===== src/rtl/dig_pkg.sv =====
`default_nettype none
// ============================================================================
//  dig_pkg
//  Shared defaults and mode encoding for the windowed comparator counter.
//  Revision: 1.0
// ============================================================================
package dig_pkg;

    localparam int N_CH        = 4;
    localparam int CNT_W       = 8;
    localparam int WIN_W       = 21;
    localparam int SYNC_STAGES = 2;

    localparam logic MODE_LEVEL = 1'b0;
    localparam logic MODE_EDGE  = 1'b1;

endpackage
`default_nettype wire


===== src/rtl/dig_ch_cnt.sv =====
`default_nettype none
// ============================================================================
//  dig_ch_cnt
//  One comparator channel: synchronizer, edge detect, saturating accumulator
//  with sticky overflow, and the latched window result.
//  Revision: 1.0
// ============================================================================
module dig_ch_cnt #(
    parameter int CNT_W       = 8,
    parameter int SYNC_STAGES = 2
) (
    input  logic             clk,
    input  logic             rst,
    input  logic             i_async,
    input  logic             i_en,
    input  logic             i_mode,
    input  logic             i_capture,
    output logic [CNT_W-1:0] o_t,
    output logic             o_ovf
);
    import dig_pkg::*;

    localparam logic [CNT_W-1:0] c_max = '1;
    localparam logic [CNT_W-1:0] c_one = {{(CNT_W-1){1'b0}}, 1'b1};

    logic [SYNC_STAGES-1:0] r_sync;
    logic                   r_dly;
    logic [CNT_W-1:0]       r_acc;
    logic                   r_sticky;

    logic                   w_level;
    logic                   w_inc;
    logic                   w_at_max;
    logic [CNT_W-1:0]       w_acc_next;
    logic                   w_ovf_now;

    assign w_level    = r_sync[SYNC_STAGES-1];
    assign w_inc      = (i_mode == MODE_EDGE) ? (w_level & ~r_dly) : w_level;
    assign w_at_max   = (r_acc == c_max);
    assign w_acc_next = (w_inc && !w_at_max) ? (r_acc + c_one) : r_acc;
    // Overflow needs an event arriving while the accumulator is already full.
    assign w_ovf_now  = r_sticky | (w_inc & w_at_max);

    always_ff @(posedge clk or posedge rst) begin
        if (rst) begin
            r_sync   <= '0;
            r_dly    <= 1'b0;
            r_acc    <= '0;
            r_sticky <= 1'b0;
            o_t      <= '0;
            o_ovf    <= 1'b0;
        end else begin
            r_sync <= {r_sync[SYNC_STAGES-2:0], i_async};
            r_dly  <= w_level;
            if (!i_en) begin
                r_acc    <= '0;
                r_sticky <= 1'b0;
            end else if (i_capture) begin
                o_t      <= w_acc_next;
                o_ovf    <= w_ovf_now;
                r_acc    <= '0;
                r_sticky <= 1'b0;
            end else begin
                r_acc    <= w_acc_next;
                r_sticky <= w_ovf_now;
            end
        end
    end

endmodule
`default_nettype wire


===== src/rtl/dig_win_cnt.sv =====
`default_nettype none
// ============================================================================
//  dig_win_cnt
//  Multi-channel windowed event counter: shared window timer and capture
//  control driving N_CH per-channel counters.
//  Revision: 1.0
// ============================================================================
module dig_win_cnt #(
    parameter int N_CH        = dig_pkg::N_CH,
    parameter int CNT_W       = dig_pkg::CNT_W,
    parameter int WIN_W       = dig_pkg::WIN_W,
    parameter int SYNC_STAGES = dig_pkg::SYNC_STAGES
) (
    input  logic                  clk,
    input  logic                  rst,
    input  logic                  en,
    input  logic                  mode,
    input  logic [WIN_W-1:0]      win_len,
    input  logic [N_CH-1:0]       Voutc,
    output logic [N_CH*CNT_W-1:0] T,
    output logic                  t_valid,
    output logic [N_CH-1:0]       ovf
);
    import dig_pkg::*;

    localparam logic [WIN_W-1:0] c_one_win = {{(WIN_W-1){1'b0}}, 1'b1};

    logic             r_active;
    logic [WIN_W-1:0] r_cnt;
    logic             r_mode;
    logic             r_t_valid;

    logic [WIN_W-1:0] w_win_m1;
    logic [WIN_W-1:0] w_cnt_cur;
    logic             w_mode_cur;
    logic             w_capture;

    // A zero window length behaves as a one-cycle window.
    assign w_win_m1   = (win_len == '0) ? '0 : (win_len - c_one_win);
    // The first enabled cycle after idle is itself the first window cycle.
    assign w_cnt_cur  = r_active ? r_cnt  : w_win_m1;
    assign w_mode_cur = r_active ? r_mode : mode;
    assign w_capture  = en & (w_cnt_cur == '0);

    always_ff @(posedge clk or posedge rst) begin
        if (rst) begin
            r_active  <= 1'b0;
            r_cnt     <= '0;
            r_mode    <= MODE_LEVEL;
            r_t_valid <= 1'b0;
        end else begin
            r_t_valid <= w_capture;
            if (!en) begin
                r_active <= 1'b0;
                r_cnt    <= '0;
            end else if (w_capture) begin
                r_active <= 1'b1;
                r_cnt    <= w_win_m1;
                r_mode   <= mode;
            end else begin
                r_active <= 1'b1;
                r_cnt    <= w_cnt_cur - c_one_win;
                r_mode   <= w_mode_cur;
            end
        end
    end

    assign t_valid = r_t_valid;

    for (genvar g = 0; g < N_CH; g++) begin : g_ch
        dig_ch_cnt #(
            .CNT_W       (CNT_W),
            .SYNC_STAGES (SYNC_STAGES)
        ) u_ch (
            .clk       (clk),
            .rst       (rst),
            .i_async   (Voutc[g]),
            .i_en      (en),
            .i_mode    (w_mode_cur),
            .i_capture (w_capture),
            .o_t       (T[g*CNT_W +: CNT_W]),
            .o_ovf     (ovf[g])
        );
    end : g_ch

endmodule
`default_nettype wire


===== config.mk =====
export PLATFORM = sky130hd
export DESIGN_NAME = dig_win_cnt
export DESIGN_NICKNAME = d
export VERILOG_FILES = /design/src/rtl/dig_pkg.sv /design/src/rtl/dig_ch_cnt.sv /design/src/rtl/dig_win_cnt.sv
export SDC_FILE = /design/constraint.sdc
export NUM_CORES = 1
export LEC_CHECK = 0
export CORE_ASPECT_RATIO = 1.25
export CORE_MARGIN = 2
export CORE_UTILIZATION = 55
export DETAILED_ROUTE_END_ITERATION = 6
export MAX_ROUTING_LAYER = met4
export PLACE_DENSITY = 0.78
export SKIP_CTS_REPAIR_TIMING = 1
export SLEW_MARGIN = 20
export SYNTH_ARGS = -nofsm -noshare
export SYNTH_HDL_FRONTEND = slang
export SYNTH_SLANG_ARGS = --single-unit

===== constraint.sdc =====
create_clock -name clk -period 7.49 [get_ports clk]
set_input_delay 1.1235 -clock clk [delete_from_list [all_inputs] [get_ports clk]]
set_output_delay 1.1235 -clock clk [all_outputs]
set_load 0.02 [all_outputs]

==> run summary, run 1 <==
Outcome -> finished, final reports clean
Max Cap Viol -> 0
Ys flop type -> dfrtp_1
Nets -> 757
Largest cells by area after synthesis -> dfrtp_1 45%, nand2_1 6.2%, nor2_1 5.4%, xnor2_1 3.8%, o21ai_1 3.4%
Slew margin rel. -> 40.6%
Placed wire-length estimate -> 10.4 mm
Share of synthesized cell area in full adder, half adder and majority cells -> 1.44%
Htree depth -> 3
R2r setup slk -> 3.48 ns
Worst Path Buf+Inv -> 3
Std cell rows -> 42
Vias in the first global route -> 5109
Drt total wl -> 14.7 mm
Synth warn -> 0
Final GP Congestion -> 0.945
Pin count of the biggest net entering global routing -> 84
Fmax -> 175 MHz
Yosys reg bits -> 108
Worst path cell trace -> clkdlybuf4s50_1 -> inv_1 -> ha_1 -> or4b_1 -> nor4_1 -> and2_1 -> o31a_1 -> ha_1 -> o21ai_0 -> a31oi_1 -> o211ai_1 -> a2111oi_4 -> buf_4 -> nand2_4 -> nand2_1 -> o21ai_1
Worst VDD drop -> 188 µV
Starting density of the core -> 56.9%
Yosys cell types -> 69
Crit start category -> input pin
Cells after Synth -> 679
WL/cell -> 17.1 µm
Layout cells sized above 1 -> 5.51%
Final setup viols -> 0
Critical path's largest stage delay -> 0.57 ns
CTS tree -> done
P&R area growth vs syn -> 15.6%
Post-synthesis cell area -> 6070 µm²
Top cell type's share of synthesized area -> 44.5%
Stages on worst setup path -> 16
Root buf cell -> clkbuf_16
Final Cell Area -> 7020 µm²
Most common cell after layout, fill and taps aside -> dfrtp_1
Post-synthesis compound-gate area fraction -> 16.1%
Top delay family on crit path -> simple AND/OR/NAND/NOR gates
Initial DRC count -> 358
Main combinational cell family by area after synthesis -> simple AND/OR/NAND/NOR gates
Syn nets -> 715
Critical-path top delay cell -> and2_1
Crit-path max FO -> 71
Slew Limit Fails -> 0
GR Util met2 -> 44.4%
First-pass GRT wire length -> 24.5 mm
Async S/R FF share, synth -> 100%
Via count -> 5206
Synth Area in Simple Gates -> 24.9%
Worst slew pin tran -> 0.889 ns
Met3 Use GR -> 3.80%
Req. time, crit path -> 7.68 ns
Register area share after synthesis -> 44.5%
R2r worst-path depth -> 10
Antenna cell count -> 0
Most frequent CP cell -> ha_1
Buffers on Ports -> 65
Maximum buffer depth of the clock tree -> 2
Worst skew pair latency -> 0.35 ns
Power density over the cells -> 178 nW/µm²
Clock slew at reported path FFs -> 0.07 ns
All-Layer GR Usage -> 26.1%
Leakage -> 2.83 nW
TritonCTS Buffers -> 9
WP data arrival -> 5.92 ns
Met1 Use GR -> 31.3%
Avg Inst Size Synth -> 8.94 µm²
IO Pins -> 66
Crit share post-route -> 76.5%
DRC errors left -> 0
Vias per cell -> 6.07
Core area -> 10700 µm²
Worst hold path class -> reg2reg
Crit path time final -> 5.73 ns
GR Overflow Total -> 0
Post-Synth XOR/XNOR Area -> 7.07%
GRT busiest layer -> met2
Post-DRT Antenna Nets -> 0
Clock Sinks -> 108
RSZ-0062 raised after global routing -> false
Chip Width -> 98.0 µm
Die Area -> 11900 µm²
Total negative slack -> 0 ns
Hold Path Cell Cnt -> 0
Final Hold Vio Count -> 0
Post-DP Area -> 6720 µm²
Mux cell area share after synthesis -> 2.06%
Max Clock Skew -> 0.0100 ns
Initial antenna violation count -> 0
Height of the die -> 121 µm
Post-synth EDFFs -> 0
Synth area leader -> dfrtp_1
Most frequent cells in the layout -> 108 x dfrtp_1, 101 x nand2_1, 87 x nor2_1
Pre-antenna DRT Iters -> 4
CP endpoint kind -> flip-flop
Kind of critical path -> in2reg
-- worst register-to-register path, stage by stage, from the launching register on --
cell and delay, ns:
dfrtp_1 0.32, buf_4 0.47, inv_1 0.50, or4_1 0.73, or2_2 0.38, nand3_1 0.11, a32o_1 0.33, nand2_1 0.15
or4_1 0.56, o21a_1 0.19, a31oi_1 0.16
-- per-stage QoR --
step	setup WS (ns)	power [mW]	hold slack, ns	std cells	util [%]
final	1.76	1.25	0.352	858	65.8
after global placement	1.63	0.788	0.332	842	62.9
after floorplan	2.63	0.741	0.331	679	-
after CTS	1.81	1.25	0.353	858	65.7
after detailed placement	1.46	0.792	0.339	842	62.9
after global routing	1.49	1.30	0.356	858	65.8
-- state kept, by name, summed over array words and instances, names as in the netlist --
signal and flops:
g_ch.u_ch.r_acc 32, r_mode 1, g_ch.u_ch.r_sticky 4, g_ch.u_ch.r_dly 4
r_cnt 21, t_valid 1, g_ch.u_ch.o_ovf 4, g_ch.u_ch.r_sync 8
r_active 1, g_ch.u_ch.o_t 32
-- per-layer routing --
layer | part of all wire (%) | wire length (µm)
met5 | 0 | 0
met1 | 42 | 6140
met2 | 50 | 7290
met4 | 3.2 | 477
met3 | 5.5 | 804
-- layout make-up --
type	count	area [µm²]
multi-input combinational	524	3130
tap	132	165
clock buffer	12	267
inverter	8	32.5
clock inverter	4	30.0
sequential	108	2700
timing repair buffer	70	692
fill	874	3650
-- where the power goes --
group / switching (mW) / internal (mW)
clock network: 0.210 / 0.255
registers: 0.0138 / 0.602
logic: 0.103 / 0.0660
-- cells by family (layout without fill, tap and decap cells) --
group / count (synthesis) / after routing
simple gates: 306 / 306
compound gates: 150 / 150
flops: 108 / 108
xor+xnor: 49 / 49
buf+inv: 47 / 94
mux: 12 / 12
fa+ha+maj: 7 / 7
-- Yosys cell counts, types with 3 or more instances --
master / instances
nand4b_1: 3
o211ai_1: 6
nand4_1: 15
nand3_1: 18
mux2_2: 3
inv_1: 7
xnor2_1: 26
nor2_1: 87
nor2b_1: 7
nand2b_1: 3
a21oi_1: 20
buf_4: 5
xor2_1: 23
buf_2: 12
a211oi_1: 6
mux2i_1: 8
buf_6: 4
o22ai_1: 3
nor4_1: 10
and3_1: 7
ha_1: 7
and2_1: 3
o31a_1: 4
a31oi_1: 7
o21a_1: 6
o21ai_0: 24
o21ai_1: 41
o31ai_1: 7
nand2_1: 101
clkbuf_1: 18
nor3_1: 14
o21bai_1: 3
or3_1: 12
or4_1: 7
dfrtp_1: 108
-- worst paths after layout --
path / start / end
max: win_len[0] / g_ch[0].u_ch.o_ovf$_DFFE_PP0P_
min: g_ch[3].u_ch.r_sync[0]$_DFF_PP0_ / g_ch[3].u_ch.r_sync[1]$_DFF_PP0_
max reg2reg: r_active$_DFF_PP0_ / r_cnt[17]$_DFF_PP0_
min reg2reg: g_ch[3].u_ch.r_sync[0]$_DFF_PP0_ / g_ch[3].u_ch.r_sync[1]$_DFF_PP0_
max in group asynchronous: rst / r_cnt[0]$_DFF_PP0_
min in group asynchronous: rst / r_cnt[12]$_DFF_PP0_
Note: power is estimated with default switching activity, not from simulation.
==> inputs of run 2 (changes only) <==
clock period = 5.5 ns   (was 7.49 ns; I/O delays follow)
==> run summary, run 2 (synthesis gave the netlist of run 1 again) <==
Outcome -> finished, final reports clean
Hold Path Cell Cnt -> 0
Total power -> 1.68 mW
Clock slew at reported path FFs -> 0.07 ns
Final setup viols -> 0
Leakage -> 2.85 nW
Most common cell after layout, fill and taps aside -> dfrtp_1
Chip Width -> 98.0 µm
Area of the multi-input gates -> 3130 µm²
Stages on worst setup path -> 13
Crit share post-route -> 89.1%
FF/Latch Area -> 2700 µm²
Final GP Congestion -> 0.935
R2r worst-path depth -> 10
Worst Path Buf+Inv -> 3
All-Layer GR Usage -> 26.8%
Kind of critical path -> in2reg
Height of the die -> 121 µm
Placed wire-length estimate -> 10.9 mm
Max Clock Skew -> 0.0110 ns
Worst hold path class -> reg2reg
Crit-path max FO -> 35
Biggest regs -> g_ch.u_ch.o_t: 32 flops, g_ch.u_ch.r_acc: 32 flops, r_cnt: 21 flops
Std cell rows -> 42
IO Pins -> 66
Worst VDD drop -> 230 µV
Starting density of the core -> 56.9%
Pre-antenna DRT Iters -> 5
Vias per cell -> 6.03
Top delay family on crit path -> simple AND/OR/NAND/NOR gates
WP data arrival -> 5.12 ns
Slew Limit Fails -> 0
Buffers on Ports -> 65
Critical path's largest stage delay -> 0.57 ns
Worst path cell trace -> clkdlybuf4s50_1 -> inv_1 -> ha_1 -> or3b_1 -> o41ai_1 -> nand4b_1 -> o221ai_4 -> nor4b_4 -> nor3b_4 -> nand4_1 -> nand2_1 -> buf_4 -> nor2_1
Req. time, crit path -> 5.71 ns
Core area -> 10700 µm²
Power density over the cells -> 239 nW/µm²
Root buf cell -> clkbuf_16
First-pass GRT wire length -> 24.8 mm
TritonCTS Buffers -> 9
Initial DRC count -> 347
P&R area growth vs syn -> 16.1%
Nets -> 763
Vias in the first global route -> 5213
Total negative slack -> 0 ns
Initial antenna violation count -> 0
Maximum buffer depth of the clock tree -> 2
CP endpoint kind -> flip-flop
Worst hold margin -> 0.349 ns
Worst skew pair latency -> 0.34 ns
RSZ-0062 raised after global routing -> false
Via count -> 5211
Filler Cell Count -> 894
Most frequent cells in the layout -> 108 x dfrtp_1, 101 x nand2_1, 87 x nor2_1
Post-DRT Antenna Nets -> 0
Crit path time final -> 4.90 ns
Antenna cell count -> 0
Crit start category -> input pin
Drt total wl -> 15.2 mm
Slew margin rel. -> 37.8%
Clock Sinks -> 108
CTS tree -> done
WL/cell -> 17.5 µm
GR Overflow Total -> 0
Fmax -> 204 MHz
DRC errors left -> 0
Final Hold Vio Count -> 0
Pin count of the biggest net entering global routing -> 79
Critical-path top delay cell -> clkdlybuf4s50_1
Worst slew pin tran -> 0.933 ns
Max Cap Viol -> 0
Die Area -> 11900 µm²
Layout cells sized above 1 -> 6.28%
Htree depth -> 3
## run 2: changes by cell type in the layout (fill, tap and decap cells not counted), sizes merged
cell      before  now
clkbuf        12   10
buf            5   11
clkinvlp       1    2
clkinv         2    3
## run 2: worst paths after layout
path	endpoint	startpoint	slack (ns)
max	g_ch[3].u_ch.r_acc[0]$_DFF_PP0_	win_len[0]	0.60
min	g_ch[3].u_ch.r_sync[1]$_DFF_PP0_	g_ch[3].u_ch.r_sync[0]$_DFF_PP0_	0.35
max reg2reg	g_ch[1].u_ch.o_ovf$_DFFE_PP0P_	r_active$_DFF_PP0_	1.98
min reg2reg	g_ch[3].u_ch.r_sync[1]$_DFF_PP0_	g_ch[3].u_ch.r_sync[0]$_DFF_PP0_	0.35
max in group asynchronous	r_cnt[11]$_DFF_PP0_	rst	3.50
min in group asynchronous	t_valid$_DFF_PP0_	rst	1.04
## run 2: cell type report
class | instances | share of cell area (%)
Multi-Input combinational cell | 524 | 44.4
Tap cell | 132 | 2.34
Clock inverter | 6 | 0.675
Inverter | 8 | 0.462
Timing Repair Buffer | 76 | 10.4
Sequential cell | 108 | 38.4
Clock buffer | 10 | 3.39
## run 2: layer usage
| layer | global-route usage [%] | part of all wire, % |
|---|---|---|
| met5 | - | 0 |
| met4 | 13.7 | 3.6 |
| met3 | 3.80 | 4.3 |
| met2 | 44.8 | 50 |
| met1 | 31.7 | 42 |
## run 2: per-stage QoR
stage | setup slack, ns | util [%] | instances | area, µm²
after global routing | 0.164 | 66.1 | 864 | 7050
after CTS | 0.624 | 66.1 | 864 | 7050
after detailed placement | 0.290 | 63.4 | 848 | 6760
final | 0.598 | 66.1 | 864 | 7050
after global placement | 0.446 | 63.4 | 848 | 6760
after floorplan | 0.943 | - | 679 | 6070
## run 2: power by group
group          switching, mW  internal, mW
logic                  0.141        0.0906
registers             0.0201         0.819
clock network          0.290         0.324
